==> config.mk <==
export PLATFORM = sky130hd
export DESIGN_NAME = y_pattern_detector
export DESIGN_NICKNAME = d
export VERILOG_FILES = /design/src/rtl/y_pattern_detector.sv
export SDC_FILE = /design/constraint.sdc
export NUM_CORES = 1
export LEC_CHECK = 0
export CORE_AREA = 2 2 39 41
export DETAILED_ROUTE_END_ITERATION = 8
export DIE_AREA = 0 0 41 43
export HOLD_SLACK_MARGIN = 0.08
export PLACE_DENSITY = 0.68
export RECOVER_POWER = 100
export SLEW_MARGIN = 10
export SYNTH_ARGS = -nofsm -noshare
export SYNTH_HDL_FRONTEND = slang
export SYNTH_SLANG_ARGS = --single-unit
==> constraint.sdc <==
create_clock -name clk -period 1.98 [get_ports clk]
set_input_delay 0.198 -clock clk [delete_from_list [all_inputs] [get_ports clk]]
set_output_delay 0.198 -clock clk [all_outputs]
set_load 0.01 [all_outputs]
==> src/rtl/y_pattern_detector.sv <==
// Serial 1101 detector (Moore, overlapping) on the qualified Y stream of the upstream logic stage,
// with a registered match pulse, a saturating match counter and a sticky overflow flag.
module y_pattern_detector #(
    parameter int unsigned CNT_W = 4
) (
    input  logic             clk,
    input  logic             rst,
    input  logic             y_in,
    input  logic             y_valid,
    input  logic             clr_cnt,
    output logic             match,
    output logic [CNT_W-1:0] match_count,
    output logic             overflow,
    output logic [2:0]       state_dbg
);

    localparam int unsigned STATE_W = 3;
    localparam logic [CNT_W-1:0] CNT_MAX = '1;

    typedef enum logic [STATE_W-1:0] {
        IDLE = 3'd0,
        S1   = 3'd1,
        S11  = 3'd2,
        S110 = 3'd3,
        HIT  = 3'd4
    } state_t;

    state_t state;
    state_t state_next;
    logic   hit_c;

    // State register
    always_ff @(posedge clk) begin
        if (rst) begin
            state <= IDLE;
        end else begin
            state <= state_next;
        end
    end

    // Next-state logic; illegal codes recover to IDLE regardless of y_valid
    always_comb begin
        state_next = state;
        hit_c      = 1'b0;
        case (state)
            IDLE: if (y_valid) state_next = y_in ? S1  : IDLE;
            S1:   if (y_valid) state_next = y_in ? S11 : IDLE;
            S11:  if (y_valid) state_next = y_in ? S11 : S110;
            S110: if (y_valid) state_next = y_in ? HIT : IDLE;
            HIT:  if (y_valid) state_next = y_in ? S11 : IDLE;
            default: state_next = IDLE;
        endcase
        hit_c = y_valid && (state_next == HIT);
    end

    // Match pulse, counter and sticky overflow; a clear concurrent with a match counts that match
    always_ff @(posedge clk) begin
        if (rst) begin
            match       <= 1'b0;
            match_count <= '0;
            overflow    <= 1'b0;
        end else begin
            match <= hit_c;
            if (clr_cnt) begin
                match_count <= hit_c ? CNT_W'(1) : '0;
                overflow    <= 1'b0;
            end else if (hit_c) begin
                if (match_count == CNT_MAX) begin
                    overflow <= 1'b1;
                end else begin
                    match_count <= match_count + CNT_W'(1);
                end
            end
        end
    end

    assign state_dbg = state;

endmodule

**Yosys cells after proc, flatten, opt, wreduce, memory -nomap -nowiden**

Cells that the tools add are included.

- Add/subtract/negate cells: 1
- Equal/unequal tests: 7
- Multiplexer cells: 13
- Reduce and logical (&&, ||, !) cells: 7

Operator list:

| operator | count |
|---|---|
| $mux W3 | 5 |
| $mux W4 | 3 |
| $pmux W3 S4 | 1 |
| $eq A3 B2 Y1 const B | 2 |
| $eq A3 B3 Y1 const B | 2 |
| $add A4 B1 Y4 const B | 1 |
| $eq A4 B4 Y1 const B | 1 |
| $reduce_and A2 Y1 | 2 |
| $reduce_or A2 Y1 | 2 |
| $eq A3 B1 Y1 const B | 1 |
| $logic_not A3 Y1 | 1 |
| $mux W1 | 3 |
| $mux W2 | 1 |
| $ne A2 B2 Y1 const B | 1 |
| $reduce_bool A2 Y1 | 1 |
| $logic_and A1 B1 Y1 | 1 |

- Bits in registers: 9
- Input port bits: 5
- Word-level logic and storage cells: 32

**Logic depth before layout (Yosys ltp)**

- Depth after elaboration: 7
- Depth in mapped cells: 5
- Gate-level depth less buffers: 5

**Worst setup path after synthesis**

No wires, ideal clock.

- Path kind: register to register
- Start point: register match_count[0]
- End point: register match_count[0]
- Library setup time: 0.070 ns
- Data arrival time: 1.433 ns
- Data required time: 1.910 ns
- Slack: 0.477 ns
- Stages on the path, launching flop included: 6
- Path buffers: 0
- Clock period less this slack: 1.503 ns
- Cell sequence: dfxtp_1 -> ha_1 -> and3_1 -> nor3_1 -> or3b_2 -> a21oi_1

- Longest elaborated chain between the ends: 4
- Elaborated cells between the ends (all ways): 7

RTL lines:

| what | line | RTL |
|---|---|---|
| start: declaration | 12 | `output logic [CNT_W-1:0] match_count,` |
| start signal: assignment | 65 | `match_count <= hit_c ? CNT_W'(1) : '0;` |
| start signal: assignment | 71 | `match_count <= match_count + CNT_W'(1);` |
| $add A4 B1 Y4 | 71 |  |
| $mux W4 | 68 | `if (match_count == CNT_MAX) begin` |
| $mux W4 | 67 | `end else if (hit_c) begin` |
| $mux W4 | 64 | `if (clr_cnt) begin` |

Parallel ways exist; a longest one is shown, timed or not. The select of a mux whose other input is x is not followed.
A chain may end at the register's enable or synchronous reset.

**Worst setup path after layout**

Same ends and word-level chain as after synthesis.

==> key figures <==
Run status
  – Status: complete, no violations

STA
  – Slew HR: 82.2%
  – Final-report hold violation count: 0
  – Crit share post-route: 79.7%
  – Clock Skews: slightly below 0.0005 ns
  – Final Max Tran Viols: 0
  – Setup WS post-layout: a little over 0.4 ns
  – Crit path time final: 1.58 ns
  – Worst-margin pin slew: 0.265 ns
  – Final Setup Violations: 0
  – Unrepaired setup endpoints after global routing: false
  – Achievable frequency: about 0.63 GHz
  – Setup TNS Final: 0 ns
  – Hold_ws: approximately 0.47 ns

Global routing
  – Largest net degree at the start of global routing: 8
  – Vias in the first global route: 358
  – Initial antenna violation count: 0
  – Gr usage total: 11.4%
  – Final global-route overflow total: 0
  – First-pass GRT wire length: roughly 1400 um

Power and ir drop
  – Pwr/cell area: 610 nW/um^2
  – P_leak: 0.224 nW
  – Total Power: 0.352 mW
  – Peak VDD IR: about 0.25 mV

Critical path
  – CP arrival: 1.76 ns
  – Crit-path slowest cell: or3b_2
  – Startpoint Class: flop
  – Critical Path RT: 2.17 ns
  – Worst Setup Path Type: reg -> reg
  – Worst-path fanout max: 5
  – CP max stage delay: ~0.44 ns
  – CP cell instances: ha_1, and3_1, nor3_1, or3b_2, a21oi_1
  – Element type at the critical path end: flop

Clocking
  – Clk slew on worst S/H paths: 0.06 ns
  – Hold buffer count at CTS: 0
  – TritonCTS Buffers: 3
  – Deepest clock path buffer count: 2
  – Post-cts gate resize count: 0
  – CTS tree: yes
  – Clock sinks: 9
  – Post-CTS Repair Setup Buffers: 0
  – Skew-Pair Late Insertion Delay: 0.25 ns
  – Root Buffer Master: clkbuf_4
  – H-tree depth: 1

Route
  – Antenna Nets Post-Route: 0
  – Ratio of routed vias to standard cells: 4.72
  – Drt drc: 0
  – Iter 0 DRT Violations: 12
  – Final WL: 798 um
  – DRT Pass-1 Iters: 4
  – Vias: between 300 and 400
  – Drt wl/cell: 9.85 um

Synth
  – Post-Syn Area: 408 sq um
  – Ys flop type: dfxtp_1
  – Register area share after synthesis: 44.2%
  – Gate Count Post-Synth: 48
  – Ys Warns: 0
  – Top-count cell post-synth: dfxtp_1
  – Fraction of registers with async set/reset: 0%
  – Post-synth EDFFs: 0
  – Synth Register Bits: 9
  – Post-synthesis net count: 54
  – Commonest cells in the netlist: dfxtp_1, nor2_1, a21oi_1
  – Unique cell type count in the Yosys netlist: 22
  – Top cell type's share of synthesized area: 44.2%
  – Cells taking the most area after synthesis: dfxtp_1, a21oi_1, nor2_1
  – Avg Synthesized Cell Area: 8.50 sq um
  – Top cell type by total area after synthesis: dfxtp_1

Floorplan
  – FP Rows: 14
  – Die W: 41 um
  – Starting Density: 29.5%
  – Die H: about 43 um
  – # IOs: 14
  – Core area: 1380 sq um
  – Die area: 1760 sq um

Layout
  – Non-filler cells, final: 81
  – Antenna Cells: 0
  – Fin util: 41.7%
  – Fin area: 577 sq um
  – Share of post-route cells with drive strength above 1: a little under a tenth
  – Nets: 72
  – P&R area growth vs syn: 41.4%
  – Fill count: 152

Placed design
  – DP Area: around 560 sq um
  – GPL Wtd Cong: between 0.7 and 0.8
  – Post-place setup slack: ~0.29 ns
  – Dpl hpwl: 614 um
  – Port Buffers: 13
  – Placed cells: 77

Flow run
  – Maxcap violations: 0

Hold path
  – Hold WC Path Type: reg -> reg
sequential cells by signal, indices dropped and copies added (netlist names):
register     cells
match            1
state_dbg        3
match_count      4
overflow         1
cell usage in the layout, fill, tap and decap left out:
cell              n
a21oi_1           6
and3_1            1
clkbuf_1          1
clkbuf_4          3
clkdlybuf4s50_1   3
dfxtp_1           9
dlygate4sd3_1    10
ha_1              1
inv_1             1
mux2i_1           1
nand2_1           3
nand2b_2          1
nand3_1           2
nand3b_1          1
nor2_1            7
nor2b_1           1
nor3_1            5
o21ai_0           2
o31ai_1           1
o32ai_1           1
or2_0             1
or2_2             1
or3_1             1
or3b_2            1
xnor2_1           1
cells by family (layout without fill, tap and decap cells):
kind of cell | count (synthesis) | count (layout) | share of synthesized area [%]
adders and majority gates | 1 | 1 | 3.07
muxes | 1 | 1 | 2.45
xor gates and xnor gates | 1 | 1 | 2.15
and+or+nand+nor | 25 | 25 | 33.4
DFF | 9 | 9 | 44.2
buffers and inverters | 1 | 18 | 0.919
AOI/OAI and AO/OA | 10 | 10 | 13.8
area by class of cell:
class                           instances  area, sq um  share of cell area, %
Timing Repair Buffer                   13          130                   22.6
Inverter                                1         3.75                  0.651
Multi-Input combinational cell         38          216                   37.5
Sequential cell                         9          180                   31.2
Tap cell                               16         20.0                   3.47
Clock buffer                            4         26.3                   4.56
worst paths after layout:
check	startpoint	end	slack [ns]	cells past startpoint
setup / recovery	match_count[0]	match_count[0]	0.40	5
hold / removal	overflow	overflow	0.47	2
setup reg to reg	match_count[0]	match_count[0]	0.40	5
hold reg to reg	overflow	overflow	0.47	2
routing by layer:
layer	track usage (%)	vias to the layer above	share of wire, %
li1	-	210	-
met1	15.1	164	48
met2	16.3	8	49
met3	3.14	0	3.3
met4	6.00	0	0
met5	0	-	0
worst max-delay path: cells and delay by family, from the launching register on:
| family | cells | cell delay, ns |
|---|---|---|
| flip-flops | 1 | 0.39 |
| adder cells (fa/ha/maj) | 1 | 0.20 |
| AO/OA/AOI/OAI | 1 | 0.14 |
| AND/OR/NAND/NOR | 3 | 0.78 |
power breakdown:
group / internal (mW) / switching, mW / total [mW]
logic: 0.0144 / 0.0116 / 0.0260
clock network: 0.0775 / 0.0620 / 0.140
registers: 0.183 / 0.00313 / 0.186
total: 0.275 / 0.0767 / 0.352
(Power assumes the default switching activity.)
==> RTL edit, RTL diff (same flow settings) <==
The parameter `CNT_W` goes from 4 to 6.
--- a/src/rtl/y_pattern_detector.sv
+++ b/src/rtl/y_pattern_detector.sv
@@ -1,7 +1,7 @@
 // Serial 1101 detector (Moore, overlapping) on the qualified Y stream of the upstream logic stage,
 // with a registered match pulse, a saturating match counter and a sticky overflow flag.
 module y_pattern_detector #(
-    parameter int unsigned CNT_W = 4
+    parameter int unsigned CNT_W = 6
 ) (
     input  logic             clk,
     input  logic             rst,
Interface: changed (resized match_count); port bits go from 14 to 16. No check against the original RTL was run, so the function may have changed too.
==> RTL edit against the original RTL <==
  * Wire length grew 60%
  * Critical path depth decreased by 1
  * Non-clock buffer count up 2
  * Final area up 30%
  * Setup slack got worse by 0.10 ns
  * Sequential cell count up 2
  * Register-to-register slack got worse by 0.05 ns
  * Synthesized cell count rose by 27%
  * Power rose by 15%
  * Clock skew grew 0.0054 ns
  * Area after synthesis is 42% higher
  * Critical path type is now primary input to flop
  * Highest routed layer is now met4
==> RTL edit: results (changes against the original RTL) <==
The flow ran to the end, and the final reports show no timing, DRC or antenna violations. The fraction of layout cells with a size suffix above 1 came out at 7.595% (-1.6 points). The fraction of the mapped netlist area in compound gates was 25.54% (+12 points). The total track usage is 17.47% (+6.0 points), and the met3 wirelength from detailed routing is 75 um (+190%). The largest voltage drop on the vdd net is 0.3093 mV (+26%), and the mux cell area share after synthesis is 3.463% (+1.0 points). The transition time at the pin with the least slew margin is 0.4658 ns (+0.2004 ns). The count of distinct cell types in the synthesized netlist came out at 32 (+45%).

The top routing layer in use is met4. Average wire per standard cell: 13.46 um (+37%). The stage delay of the slowest cell on the critical path was 0.67 ns (+0.23 ns).

The global-route wire length before repair is 2.028 mm (+46%), and the synthesized net count is 67 (+24%). The number of flip-flops in the largest register works out to 6 (+2). The post-synthesis xor/xnor area fraction was 1.515% (-0.63 points).

Kind of cell with the highest combined delay on the critical path: buffers and inverters. The logs give 7 (-5) for the number of DRC markers in iteration 0 and 0.0002905 uW (+30%) for the total leakage power. The net count reported at finish is 86 (+19%), and the detailed-routing wirelength on met1 is 550 um (+44%). The layout filler cell count came out at 134 (-12%). The routability congestion estimate is 0.8683 (+17%). The worst-case register-to-register setup slack is 0.35 ns (-0.05 ns). On the critical path, the stage with the largest delay is an instance of sky130_fd_sc_hd__dlygate4sd3_1. By count the netlist is led by sky130_fd_sc_hd__dfxtp_1 (11), sky130_fd_sc_hd__nand2_1 (6), sky130_fd_sc_hd__nor2_1 (4), sky130_fd_sc_hd__a21oi_1 (3), sky130_fd_sc_hd__inv_1 (3). The tools report the destination of the worst register-to-register timing path as match_count[1]. The tools report the via count of the first global-routing pass as 455 (+27%). The amount of wire on met2 after detailed routing was 636 um (+63%). The largest fanout of any net on the critical path works out to 8 (+3). The run gives 38.10% (-6.1 points) as the share of the yosys chip area belonging to registers. The post-CTS setup buffer count is 0 (unchanged).

The worst-case clock skew was 0.005905 ns (+0.005415 ns).
## RTL edit: cells by family (layout without fill, tap and decap cells)
group | Yosys count | after routing
xor gates and xnor gates | 1 | 1
and+or+nand+nor | 24 | 24
adders and majority gates | 1 | 1
muxes | 2 | 2
buffers and inverters | 4 | 22
DFF | 11 | 11
AOI/OAI and AO/OA | 18 | 18
## RTL edit: layer usage
layer	vias up	track usage, %
met1	254	20.98
met2	13	24.69
li1	272	-
met5	-	0
met3	2	6.806
met4	0	11.33
## RTL edit: layout make-up
class	instances	area [um^2]	area share, %
clock buffers	4	26.28	3.506
inverters	3	11.26	1.503
multi-input cells	46	321.6	42.90
flip-flops and latches	11	220.2	29.38
well taps	16	20.02	2.671
repair buffers	15	150.1	20.03
## RTL edit: stage by stage
stage / util (%) / setup WS, ns / instance area (um^2) / instances
after floorplan: - / 0.5967 / 578.1 / 61
after global placement: 53.71 / 0.3632 / 743.2 / 91
after detailed placement: 53.71 / 0.3469 / 743.2 / 91
after CTS: 55.61 / 0.4311 / 769.5 / 95
after global routing: 54.16 / 0.2194 / 749.5 / 95
final: 54.16 / 0.2975 / 749.5 / 95
## RTL edit: worst max path at each step
| stage | from | endpoint | cells after the start |
|---|---|---|---|
| after global placement | y_valid | match_count[1] | 4 |
| after global routing | y_valid | match_count[1] | 4 |
| final | y_valid | match_count[1] | 4 |
| after floorplan | match_count[0] | match_count[1] | 4 |
| after CTS | state_dbg[1] | state_dbg[1] | 1 |
| after detailed placement | y_valid | match_count[1] | 4 |
## RTL edit: power by group
| group | internal [uW] | switching [uW] | leakage (uW) |
|---|---|---|---|
| combinational | 14.8 | 14.9 | 0.000187 |
| sequential | 223 | 3.33 | 0.0000888 |
| clock | 77.8 | 70.7 | 0.0000150 |
| total | 316 | 88.9 | 0.000290 |
